--- config.mk ---
export PLATFORM = sky130hd
export DESIGN_NAME = slide_transition_scheduler
export DESIGN_NICKNAME = d
export VERILOG_FILES = /design/src/rtl/mtl_pkg.sv /design/src/rtl/slide_index_wrap.sv /design/src/rtl/slide_transition_scheduler.sv
export SDC_FILE = /design/constraint.sdc
export NUM_CORES = 1
export LEC_CHECK = 0
export CORE_MARGIN = 10
export CORE_UTILIZATION = 53
export DETAILED_ROUTE_END_ITERATION = 10
export HOLD_SLACK_MARGIN = 0.1
export MAX_ROUTING_LAYER = met4
export PLACE_DENSITY = 0.76
export SLEW_MARGIN = 10
export SYNTH_ARGS = -nofsm -noshare
export SYNTH_HDL_FRONTEND = slang
export SYNTH_HIERARCHICAL = 1
export SYNTH_SLANG_ARGS = --single-unit
--- constraint.sdc ---
create_clock -name iCLK -period 14.1 [get_ports iCLK]
set_input_delay 2.82 -clock iCLK [delete_from_list [all_inputs] [get_ports iCLK]]
set_output_delay 2.82 -clock iCLK [all_outputs]
set_load 0.005 [all_outputs]
--- src/rtl/mtl_pkg.sv ---
// Shared types and default geometry for the MTL display path.
package mtl_pkg;

  localparam int H_ACTIVE_DEF   = 800;
  localparam int IMG_WORDS_DEF  = 384000;
  localparam int ADDR_W_DEF     = 24;
  localparam int SLIDE_STEP_DEF = 16;

  typedef enum logic [1:0] {
    WAIT_IMG = 2'd0,
    SHOW     = 2'd1,
    ARM      = 2'd2,
    SLIDE    = 2'd3
  } state_t;

  typedef enum logic {
    DIR_E = 1'b0,
    DIR_W = 1'b1
  } dir_t;

endpackage

--- src/rtl/slide_index_wrap.sv ---
// Next/previous slide index, wrapping modulo the image count. Purely combinational.
module slide_index_wrap (
  input  logic [7:0] cur,
  input  logic [7:0] tot,
  output logic [7:0] nxt,
  output logic [7:0] prv
);

  assign nxt = (cur == tot - 8'd1) ? 8'd0 : cur + 8'd1;
  assign prv = (cur == 8'd0) ? tot - 8'd1 : cur - 8'd1;

endmodule

--- src/rtl/slide_transition_scheduler.sv ---
// Slide index tracking and frame-locked wipe transitions between the two MMU pixel read ports.
// All port programming happens on the iNew_Frame cycle; load_new pulses in the cycle after.
module slide_transition_scheduler
  import mtl_pkg::*;
#(
  parameter int H_ACTIVE   = H_ACTIVE_DEF,
  parameter int IMG_WORDS  = IMG_WORDS_DEF,
  parameter int ADDR_W     = ADDR_W_DEF,
  parameter int SLIDE_STEP = SLIDE_STEP_DEF
) (
  input  logic              iCLK,
  input  logic              iRST_n,
  input  logic [7:0]        iImg_Tot,
  input  logic              iImage_loaded,
  input  logic              iGest_E,
  input  logic              iGest_W,
  input  logic              iNew_Frame,
  output logic              o_load_new_1,
  output logic              o_load_new_2,
  output logic [ADDR_W-1:0] o_base_address_1,
  output logic [ADDR_W-1:0] o_base_address_2,
  output logic [ADDR_W-1:0] o_max_address_1,
  output logic [ADDR_W-1:0] o_max_address_2,
  output logic [9:0]        o_split_col,
  output logic [7:0]        o_cur_index,
  output logic              o_busy,
  output logic [1:0]        o_state
);

  localparam logic [9:0]        SPLIT_FULL = 10'(H_ACTIVE);
  localparam logic [ADDR_W-1:0] MAX_OFS    = ADDR_W'(IMG_WORDS - 1);

  // Addresses wrap silently at ADDR_W bits; ADDR_W is assumed <= 32.
  function automatic logic [ADDR_W-1:0] base_of(input logic [7:0] k);
    logic [31:0] prod;
    prod = 32'(k) * 32'(IMG_WORDS);
    return prod[ADDR_W-1:0];
  endfunction

  state_t            state, state_n;
  dir_t              dir, dir_n;
  logic [7:0]        cur, cur_n, tgt, tgt_n;
  logic [9:0]        off, off_n, split, split_n;
  logic [ADDR_W-1:0] b1, b1_n, b2, b2_n, m1, m1_n, m2, m2_n;
  logic [ADDR_W-1:0] base_cur, base_tgt;
  logic              load, load_n;
  logic [7:0]        nxt, prv;
  logic [10:0]       off_sum;
  logic [9:0]        off_step;
  logic [9:0]        wipe_off;

  slide_index_wrap u_wrap (
    .cur (cur),
    .tot (iImg_Tot),
    .nxt (nxt),
    .prv (prv)
  );

  assign off_sum  = {1'b0, off} + 11'(SLIDE_STEP);
  assign off_step = (off_sum >= 11'(H_ACTIVE)) ? SPLIT_FULL : off_sum[9:0];

  always_comb begin
    state_n  = state;
    dir_n    = dir;
    cur_n    = cur;
    tgt_n    = tgt;
    off_n    = off;
    split_n  = split;
    b1_n     = b1;
    b2_n     = b2;
    m1_n     = m1;
    m2_n     = m2;
    load_n   = 1'b0;
    wipe_off = 10'd0;

    if (!iImage_loaded) begin
      state_n = WAIT_IMG;
      cur_n   = 8'd0;
      split_n = SPLIT_FULL;
    end else if (state == WAIT_IMG) begin
      if (iImg_Tot != 8'd0) state_n = SHOW;
    end else if (iNew_Frame && (cur >= iImg_Tot)) begin
      // Image count shrank under us: fall back to slide 0 and drop any wipe.
      state_n = SHOW;
      cur_n   = 8'd0;
      b1_n    = '0;
      b2_n    = '0;
      split_n = SPLIT_FULL;
      load_n  = 1'b1;
    end else begin
      case (state)
        SHOW: begin
          if (iNew_Frame) begin
            b1_n    = base_cur;
            b2_n    = base_cur;
            split_n = SPLIT_FULL;
            load_n  = 1'b1;
          end
          if ((iImg_Tot > 8'd1) && (iGest_E || iGest_W)) begin
            dir_n   = iGest_E ? DIR_E : DIR_W;
            tgt_n   = iGest_E ? nxt : prv;
            state_n = ARM;
          end
        end
        ARM, SLIDE: begin
          if (iNew_Frame) begin
            load_n = 1'b1;
            if ((state == SLIDE) && (off == SPLIT_FULL)) begin
              cur_n   = tgt;
              b1_n    = base_tgt;
              b2_n    = base_tgt;
              split_n = SPLIT_FULL;
              state_n = SHOW;
            end else begin
              wipe_off = (state == ARM) ? 10'd0 : off_step;
              off_n    = wipe_off;
              state_n  = SLIDE;
              if (dir == DIR_E) begin
                b1_n    = base_cur;
                b2_n    = base_tgt;
                split_n = SPLIT_FULL - wipe_off;
              end else begin
                b1_n    = base_tgt;
                b2_n    = base_cur;
                split_n = wipe_off;
              end
            end
          end
        end
        default: ;
      endcase
    end

    if (load_n) begin
      m1_n = b1_n + MAX_OFS;
      m2_n = b2_n + MAX_OFS;
    end
  end

  // base_cur/base_tgt track the index registers one-for-one, so they are valid
  // on any frame cycle, including one that immediately follows a gesture.
  always_ff @(posedge iCLK or negedge iRST_n) begin
    if (!iRST_n) begin
      state    <= WAIT_IMG;
      dir      <= DIR_E;
      cur      <= 8'd0;
      tgt      <= 8'd0;
      off      <= 10'd0;
      split    <= SPLIT_FULL;
      b1       <= '0;
      b2       <= '0;
      m1       <= '0;
      m2       <= '0;
      load     <= 1'b0;
      base_cur <= '0;
      base_tgt <= '0;
    end else begin
      state    <= state_n;
      dir      <= dir_n;
      cur      <= cur_n;
      tgt      <= tgt_n;
      off      <= off_n;
      split    <= split_n;
      b1       <= b1_n;
      b2       <= b2_n;
      m1       <= m1_n;
      m2       <= m2_n;
      load     <= load_n;
      base_cur <= base_of(cur_n);
      base_tgt <= base_of(tgt_n);
    end
  end

  assign o_load_new_1     = load;
  assign o_load_new_2     = load;
  assign o_base_address_1 = b1;
  assign o_base_address_2 = b2;
  assign o_max_address_1  = m1;
  assign o_max_address_2  = m2;
  assign o_split_col      = split;
  assign o_cur_index      = cur;
  assign o_busy           = (state == ARM) || (state == SLIDE);
  assign o_state          = state;

endmodule

; ---- Word-level counts from Yosys, hierarchy flattened
; Index checks and enable logic that the tools add are counted.
[classes]
add_sub_neg = 7
n_mul = 2
order_cmp = 3
eq_ne = 13
mux = 54
bitwise = 3
reduce_logical = 14
[op_table]
columns = operator, count
row1 = two-way mux 24 bit, 14
row2 = two-way mux 8 bit, 14
row3 = case mux 24 bit (2 select lines), 2
row4 = two-way mux 10 bit, 9
row5 = "adder 24 x 19 -> 24 bit, second input constant", 2
row6 = "multiplier 8 x 9 -> 14 bit, second input constant", 2
row7 = case mux 10 bit (2 select lines), 1
row8 = "subtractor 8 x 1 -> 8 bit, second input constant", 2
row9 = two-way mux 2 bit, 7
row10 = "adder 10 x 5 -> 11 bit, second input constant", 1
row11 = "greater-or-equal comparator 11 x 10 -> 1 bit, second input constant", 1
row12 = "equality test 10 bit, second input constant", 1
row13 = "!= test 5 bit, second input constant", 2
row14 = "subtractor 10 bit, first input constant", 1
row15 = "adder 8 x 1 -> 8 bit, second input constant", 1
row16 = equality test 8 bit, 1
row17 = greater-or-equal comparator 8 bit, 1
row18 = "> comparator 8 x 1 -> 1 bit, second input constant", 1
row19 = logical NOT 8 bit, 1
row20 = "!= test 4 bit, second input constant", 2
row21 = AND reduction 4 bit, 2
row22 = nonzero test 8 bit, 1
row23 = two-way mux 1 bit, 6
row24 = AND reduction 6 bit, 1
row25 = 14 further kinds, 20
[totals]
register_bits = 164
in_bits = 14

; ---- Longest topological paths before layout
; Gate-level depths: netlist of the first run.
[logic_depth]
word_depth = 12
depth_mapped = 29
mapped_depth_nobuf = 26

; ---- Cells and area by module
; The synthesis of the first run kept the hierarchy.
[by_module_without_submodules]
columns = mod, n_inst, cells_each, area_per_inst_um2, seq_area_each_um2
row1 = slide_transition_scheduler, 1, 1094, 10641.5, 4057.6
row2 = slide_index_wrap, 1, 100, 742.0, 0.0

; ---- Worst setup path after synthesis of the first run
; No wires, ideal clock.
[synth_path]
path_type = input to register
from = input port iImg_Tot[7]
to = register base_cur[23]
setup_time_ns = 0.124
t_arrival_ns = 8.766
slack_ns = 5.210
stages = 26
path_buffers = 3
path_cell_list = inv_1 ha_1 nand4_1 o31ai_4 buf_4 buf_2 clkbuf_1 nand2_1 nand2_1 a21boi_1 a22o_1 fa_1 inv_1 fa_1 inv_1 fa_1 inv_1 fa_1 inv_1 ha_1 a21boi_0 o21ai_0 a21boi_0 o21ai_0 and2_1 a211o_1
[synth_between]
elab_chain_cells = 6
[synth_lines]
columns = item, line
row1 = "start, declared", slide_transition_scheduler.sv:13  ; input logic [7:0] iImg_Tot,
row2 = greater-or-equal comparator 8 bit, slide_transition_scheduler.sv:82  ; end else if (iNew_Frame && (cur >= iImg_Tot)) begin
row3 = logical AND 1 bit, slide_transition_scheduler.sv:82
row4 = two-way mux 8 bit, slide_transition_scheduler.sv:82
row5 = two-way mux 8 bit, slide_transition_scheduler.sv:80  ; end else if (state == WAIT_IMG) begin
row6 = two-way mux 8 bit, slide_transition_scheduler.sv:76  ; if (!iImage_loaded) begin
row7 = named net cur_n[5], slide_transition_scheduler.sv:42  ; logic [7:0] cur, cur_n, tgt, tgt_n;
row8 = multiplier 8 x 9 -> 14 bit, slide_transition_scheduler.sv:36  ; prod = 32'(k) * 32'(IMG_WORDS);
row9 = "end signal, assigned", slide_transition_scheduler.sv:169  ; base_cur <= base_of(cur_n);
row10 = "end, declared", slide_transition_scheduler.sv:45  ; logic [ADDR_W-1:0] base_cur, base_tgt;
; The timed path passes the listed nets, and every way through them passes these cells.
; A chain may end at the register's enable or synchronous reset.

; ---- Worst setup path in the final report of the first run
[layout_path]
from = input port iImg_Tot[0]
to = register base_tgt[23]
[layout_between]
elab_chain_cells = 10
word_cells_on_any_way = 15
cone_classes = add/sub: 1 / mul: 1 / order compare: 2 / eq/ne: 1 / mux: 8 / reduce/logical: 2
[layout_lines]
columns = item, line
row1 = subtractor 8 x 1 -> 8 bit, "slide_index_wrap.sv:9, slide_index_wrap.sv:10"
row2 = equality test 8 bit, slide_index_wrap.sv:9  ; assign nxt = (cur == tot - 8'd1) ? 8'd0 : cur + 8'd1;
row3 = two-way mux 8 bit, slide_index_wrap.sv:9
row4 = two-way mux 8 bit, slide_transition_scheduler.sv:101  ; tgt_n = iGest_E ? nxt : prv;
row5 = two-way mux 8 bit, slide_transition_scheduler.sv:99  ; if ((iImg_Tot > 8'd1) && (iGest_E || iGest_W)) begin
row6 = two-way mux 8 bit, slide_transition_scheduler.sv:91  ; case (state)
row7 = two-way mux 8 bit (*), slide_transition_scheduler.sv:82
row8 = two-way mux 8 bit (*), slide_transition_scheduler.sv:80
row9 = two-way mux 8 bit (*), slide_transition_scheduler.sv:76
row10 = named net tgt_n[2], slide_transition_scheduler.sv:42
row11 = multiplier 8 x 9 -> 14 bit (*), slide_transition_scheduler.sv:36
row12 = "end signal, assigned", slide_transition_scheduler.sv:170  ; base_tgt <= base_of(tgt_n);
row13 = "end, declared", slide_transition_scheduler.sv:45
; Mark *: on every way through the listed nets, which the timed path passes. The rest lies on a longest branch.

==> results.ini, run 1 <==
[synthesis]
post_synth_instance_area_um2=11400
synth-seq-area-share_pct=35.6
ys_warn_count=6
synth-seq-cells=162
synth.largest_area_cell=dfrtp_1
synthesis.area_per_instance_um2=9.53
synth_edf_count=0
yosys.cell_count.top_type=dfrtp_1
ys_top_cells_by_area=dfrtp_1 (35%), ha_1 (9.0%), fa_1 (8.4%), inv_1 (4.7%), nand2_1 (4.6%)
yosys-top-cells-count=dfrtp_1 (159), inv_1 (144), nand2_1 (140)
yosys.cell_types.count=88
synthesis.nets=1338
synth_largest_type_area_fraction_pct=35.0
async_reset_ff_share_pct=100
postSynth.topFlopCell=dfrtp_1
syn-instance-count=1194

[drt]
drc=0
avgViaCountPerCell=5.65
wire_per_inst_um=17.5
final_antenna_net_count=0
drt_pre_antenna_iters=5
routed-via-count=8940
drtIter0Drc=811
drt-total-wl_mm=27.6

[timing]
number_of_pins_with_negative_max_slew_slack_in_the_final_report=0
minimum_clock_period_after_layout_ns=9.82
grt_setup_unrepaired=false
finalSetupViolations=0
worst_clock_skew_ns=0.0115
fmax_mhz=102
timing.setup.tns_ns=0
period_share_pct=69.6
timing_hold_violations_final=0
worst_pin_slew_ns=0.992
timing.max_slew.rel_slack_pct=33.9
fin_ws_ns=4.28

[clocking]
cts_buffer_depth=2
clock_root_buffer=clkbuf_16
clock_latency_at_the_later_pin_of_the_worst_skew_pair_ns=0.43
number_of_buffers_inserted_to_repair_setup_after_cts=0
clock_tree_from_tritoncts=built
clk_pin_slew_ns=0.07
cts_resized=0
postCtsHoldBufs=0
cts.htree.levels=4
tritoncts.num_buffers=17
clock_sinks=162

[setup_path]
required_ns=14.44
arrival_ns=10.16
critPathCaptureType=flop
critical_path.max_fanout=34
timing_worst_setup_path_type=in -> reg
worst_setup_path_start_kind=primary input

[floorplanning]
fp.dieW_um=167
die_area_um2=27700
fp.dieH_um=167
floorplan.initialDensity_pct=54.0
placementRows=53
io-pin-count=133
floorplan.core_area_um2=21100

[global_route]
grt_max_degree=105
grt.overflow.total=0
grt_pass1_wl_mm=46.4
groute.usage.overall_pct=20.6
grt_pass1_vias=8766
initial_antenna_violation_count=0

[place]
finalWeightedCongestion=0.875
detailedPlace.worstSlack_ns=3.99
dp_hpwl_mm=21.0
placement.io_buffers=132
area_after_dpl_um2=12800
place_inst=1550

[cells_and_area]
layout.nets=1438
finalNonFillerCells=1582
post-route-cell-area_um2=13400
area_overhead_vs_synth_pct=17.7
post_route_cells_drive_above_1_share_pct=6.27
total_inserted_antenna_cells=0

[status]
status=finished, final reports clean

[job]
drv_cap=0

[pwr]
p_leak_nw=6.45
vdd_ir_drop_max_mv=0.411
cellPowerDensity_nw_per_um2=201
total_power_mw=2.69

[worst_hold_path]
worstHoldPathType=reg -> reg

-- cells by family (layout without fill, tap and decap cells) --
family                     after synthesis  count (layout)  synth area share (%)
DFF                                    162             162                  35.6
AOI/OAI and AO/OA                      222             222                  14.1
and+or+nand+nor                        377             377                  17.0
xor gates and xnor gates                65              65                  5.24
buffers and inverters                  200             313                  7.14
muxes                                   38              38                  3.36
adders and majority gates              130             130                  17.5
-- worst max-delay path, stage by stage --
cell and delay (ns):
clkdlybuf4s50_1 0.64, ha_1 0.29, nand2b_1 0.17, a2111oi_4 0.43
o31ai_4 0.07, buf_4 0.26, nand2_1 0.22, nand4_1 0.60
o21ai_0 0.95, fa_1 0.36, inv_1 0.07, fa_1 0.47
inv_1 0.04, ha_1 0.30, fa_1 0.46, ha_1 0.34
nor2b_1 0.14, o21ai_0 0.24, a21boi_0 0.17, o21ai_0 0.23
a21boi_0 0.15, o21ai_0 0.36, a21oi_1 0.12, nor3b_1 0.22
-- registers in the layout (all words and copies together), names as in the netlist --
signal,count
o_base_address_2,24
o_base_address_1,24
o_max_address_2,24
o_max_address_1,24
o_load_new_1,1
base_cur,13
o_cur_index,8
dir,1
off,10
o_state,2
tgt,8
o_split_col,10
base_tgt,13
-- cell type report --
class	count	area, um2
clock buffers	18	439
clock inverters	14	133
fillers	1754	7690
inverters	144	541
multi-input cells	832	6520
flip-flops and latches	162	4060
well taps	275	344
repair buffers	137	1360
-- layout by cell type, fill, tap and decap left out, types with 11 or more instances in the layout --
| cell | netlist | routed |
|---|---|---|
| and2_1 | 22 | 22 |
| nor3_1 | 26 | 26 |
| o21ai_0 | 56 | 56 |
| nand2_1 | 140 | 139 |
| xnor2_1 | 35 | 35 |
| clkbuf_16 | 0 | 17 |
| nand2b_1 | 15 | 15 |
| clkdlybuf4s50_1 | 0 | 131 |
| mux2i_1 | 36 | 36 |
| fa_1 | 48 | 48 |
| nand3_1 | 25 | 25 |
| a31oi_1 | 13 | 13 |
| dfrtp_1 | 159 | 159 |
| o21a_1 | 11 | 11 |
| ha_1 | 82 | 82 |
| o31ai_1 | 14 | 14 |
| nor2b_1 | 15 | 15 |
| xor2_1 | 28 | 28 |
| a21oi_1 | 35 | 35 |
| inv_1 | 144 | 144 |
| nor2_1 | 59 | 59 |
| nor4_1 | 16 | 16 |
-- worst paths after layout --
check                                   start            endpoint  slack (ns)  cells past startpoint
min in group asynchronous              iRST_n  o_max_address_2[2]        2.48                      1
min reg2reg                o_max_address_1[7]  o_max_address_1[7]        0.47                      1
min                        o_max_address_1[7]  o_max_address_1[7]        0.47                      1
max                               iImg_Tot[0]        base_tgt[23]        4.28                     24
max reg2reg                    o_cur_index[0]        base_tgt[23]        6.47                     24
max in group asynchronous              iRST_n        base_cur[20]       10.30                      2
-- routing by layer --
metal  wire [um]  vias to the layer above  track usage [%]
met5           0                        -                -
met4         624                        0             6.76
met3        1220                       45             2.94
met2       13500                      235             33.4
met1       12300                     4375             26.0
li1            -                     4285                -
-- power by group --
part           switching (mW)  internal [mW]  leakage, nW
Clock                   0.209          0.239        0.281
Sequential             0.0907          0.591         2.08
Combinational           0.854          0.705         4.09
-- per-stage QoR --
step           util (%)  hold WS, ns
2_1_floorplan         -        0.459
3_3_place_gp       60.8        0.449
3_5_place_dp       60.8        0.453
4_1_cts            63.5        0.470
5_1_grt            63.5        0.489
6_report           63.5        0.467
Power figures use the tool's default switching activity.
==> run 2, diff against run 1 <==
==> constraint.sdc (replaced) <==
create_clock -name iCLK -period 9.81 [get_ports iCLK]
set_input_delay 1.962 -clock iCLK [delete_from_list [all_inputs] [get_ports iCLK]]
set_output_delay 1.962 -clock iCLK [all_outputs]
set_load 0.005 [all_outputs]
==> run 2 against run 1 <==
Net effect:
- via count down 0.16%
- count of clock-buffer cells in the layout up 1
- design area up 0.39%
- register-to-register slack worse by 3.9 ns
- sequential power up 44%
- first-iteration DRC count down 20%
- wire length up 0.16%
- clock skew up 0.0035 ns
- clock power up 57%
- global-route usage about the same
- largest cell class unchanged
- largest power group unchanged
==> results.ini, run 2 (synthesized netlist as in run 1, its figures left out) <==
[setup_path]
required_ns=10.15  ; -4.29 ns
worst-r2r-setup-slack_ns=2.52  ; -3.95 ns
critPathCaptureType=flop
critical_path.max_fanout=18  ; -47%
worst_reg_to_reg_cells=23  ; -4.2%
regToRegStartpoint=o_cur_index[0]
rr_endpoint=base_tgt[23]
timing_worst_setup_path_type=in -> reg
arrival_ns=8.94  ; -1.22 ns
worst_setup_path_start_kind=primary input

[drt]
routed-via-count=8926  ; -0.16%
drt-total-wl_mm=27.7  ; +0.16%
avgViaCountPerCell=5.64  ; -0.22%
drt_pre_antenna_iters=5  ; unchanged
drtIter0Drc=651  ; -20%
drc=0  ; unchanged
final_antenna_net_count=0  ; unchanged
wire_per_inst_um=17.5  ; about the same

[timing]
fmax_mhz=116
timing.max_slew.rel_slack_pct=38.8  ; +5.0 points
timing_hold_violations_final=0  ; unchanged
number_of_pins_with_negative_max_slew_slack_in_the_final_report=0  ; unchanged
grt_setup_unrepaired=false
minimum_clock_period_after_layout_ns=8.61
period_share_pct=87.7
timing.setup.tns_ns=0  ; unchanged
finalSetupViolations=0  ; unchanged
worst_pin_slew_ns=0.917  ; -0.0748 ns
worst_clock_skew_ns=0.0149  ; +0.00348 ns

[clocking]
cts.htree.levels=4  ; unchanged
number_of_buffers_inserted_to_repair_setup_after_cts=0  ; unchanged
clk_pin_slew_ns=0.07  ; about the same
clock_sinks=162  ; unchanged
clock_tree_from_tritoncts=built
postCtsHoldBufs=0  ; unchanged
clock_root_buffer=clkbuf_16
cts_resized=0  ; unchanged
cts_buffer_depth=2  ; unchanged
clock_latency_at_the_later_pin_of_the_worst_skew_pair_ns=0.43  ; about the same
tritoncts.num_buffers=17  ; unchanged

[cells_and_area]
final_common_cell=dfrtp_1
post_route_cells_drive_above_1_share_pct=6.19  ; -0.081 points
layout_common_cells=dfrtp_1 (159), inv_1 (144), nand2_1 (139)
n_fill_cell=1724  ; -1.7%
total_inserted_antenna_cells=0  ; unchanged
area_overhead_vs_synth_pct=18.1
layout.nets=1439  ; +0.070%
finalNonFillerCells=1583  ; +0.063%
final_core_utilization_pct=63.8  ; +0.25 points

[worst_hold_path]
worstHoldPathType=reg -> reg
launch_point_of_the_worst_hold_path=o_max_address_2[0]
min_delay_worst_endpoint=o_max_address_2[0]
worst_hold_path.num_cells=1  ; unchanged

[global_route]
grt.overflow.total=0  ; unchanged
initial_antenna_violation_count=0  ; unchanged
grt_pass1_vias=8992  ; +2.6%
groute.usage.overall_pct=20.6  ; -0.033 points
grt_pass1_wl_mm=46.6  ; +0.52%
grt_max_degree=91  ; -13%

[floorplanning]
fp.dieW_um=167  ; unchanged
placementRows=53  ; unchanged
io-pin-count=133  ; unchanged
fp.dieH_um=167  ; unchanged
die_area_um2=27700  ; unchanged
floorplan.initialDensity_pct=54.0  ; unchanged
floorplan.core_area_um2=21100  ; unchanged

[pwr]
vdd_ir_drop_max_mv=0.772  ; +88%
clkPwrFrac_pct=17.8  ; +1.2 points
p_leak_nw=6.47  ; +0.36%
cell_internal_pwr_mw=2.27  ; +48%
netSwitchingPower_mw=1.66  ; +44%
swShare_pct=42.3  ; -0.64 points
cellPowerDensity_nw_per_um2=293  ; +46%
combPwrFrac_pct=57.3  ; -0.7 points
power.sequential.fraction_pct=24.9  ; -0.5 points

[place]
place_inst=1551  ; +0.065%
placement.io_buffers=132  ; unchanged
finalWeightedCongestion=0.906  ; +3.6%
dp_hpwl_mm=21.1  ; +0.33%

[job]
drv_cap=0  ; unchanged

[status]
status=finished, final reports clean

## run 2: per-stage QoR
step / setup WS (ns) / total power, mW / area, um2 / hold WS, ns
floorplan: 1.78 / 2.55 / 11400 / 0.459
global placement: 1.13 / 3.21 / 12800 / 0.448
detailed placement: 0.835 / 3.27 / 12800 / 0.451
CTS: 1.25 / 3.98 / 13400 / 0.470
global route: 0.604 / 4.33 / 13400 / 0.495
finish: 1.20 / 3.93 / 13400 / 0.465
## run 2: worst max path at each step
stage,start,end,slack [ns],depth (start not counted)
after global placement,iImg_Tot[0],base_tgt[23],1.13,23
after CTS,iImg_Tot[0],base_tgt[23],1.25,23
after floorplan,iImg_Tot[7],base_cur[23],1.78,26
final,iImg_Tot[0],base_tgt[23],1.20,23
after global routing,iImg_Tot[0],base_tgt[23],0.60,23
after detailed placement,iImg_Tot[0],base_tgt[23],0.84,23
## run 2: final cells by class
class	instances	area [um2]	area share (%)
multi-input cells	832	6520	48.5
inverters	144	541	4.02
clock inverters	13	184	1.37
well taps	275	344	2.56
flip-flops and latches	162	4060	30.2
clock buffers	19	433	3.22
repair buffers	138	1370	10.2
## run 2: layer usage
layer  track usage (%)  wire length, um
met2              34.1            13700
met1              25.2            12100
met3              3.69             1290
met4              5.96              580
met5                 -                0
## run 2: power groups by stage
stage          registers (mW)  clock network, mW  logic (mW)
2_1_floorplan           0.947                  0        1.60
5_1_grt                  1.00              0.738        2.59
3_3_place_gp            0.986                  0        2.23
6_report                0.980              0.701        2.25
3_5_place_dp            0.990                  0        2.28
4_1_cts                 0.978              0.708        2.29
## run 2: critical path, cell delays in order
cell	delay, ns
clkdlybuf4s50_1	0.64
ha_1	0.28
nand2b_1	0.18
a2111oi_4	0.44
o31ai_4	0.08
nand2_1	0.17
nand4_1	0.59
o21ai_0	0.65
inv_1	0.12
fa_1	0.55
fa_1	0.56
inv_1	0.07
fa_1	0.53
inv_1	0.06
fa_1	0.53
inv_1	0.05
ha_1	0.32
a21boi_0	0.15
o21ai_0	0.26
a21boi_0	0.16
o21ai_0	0.28
a21oi_1	0.11
nor3b_1	0.19
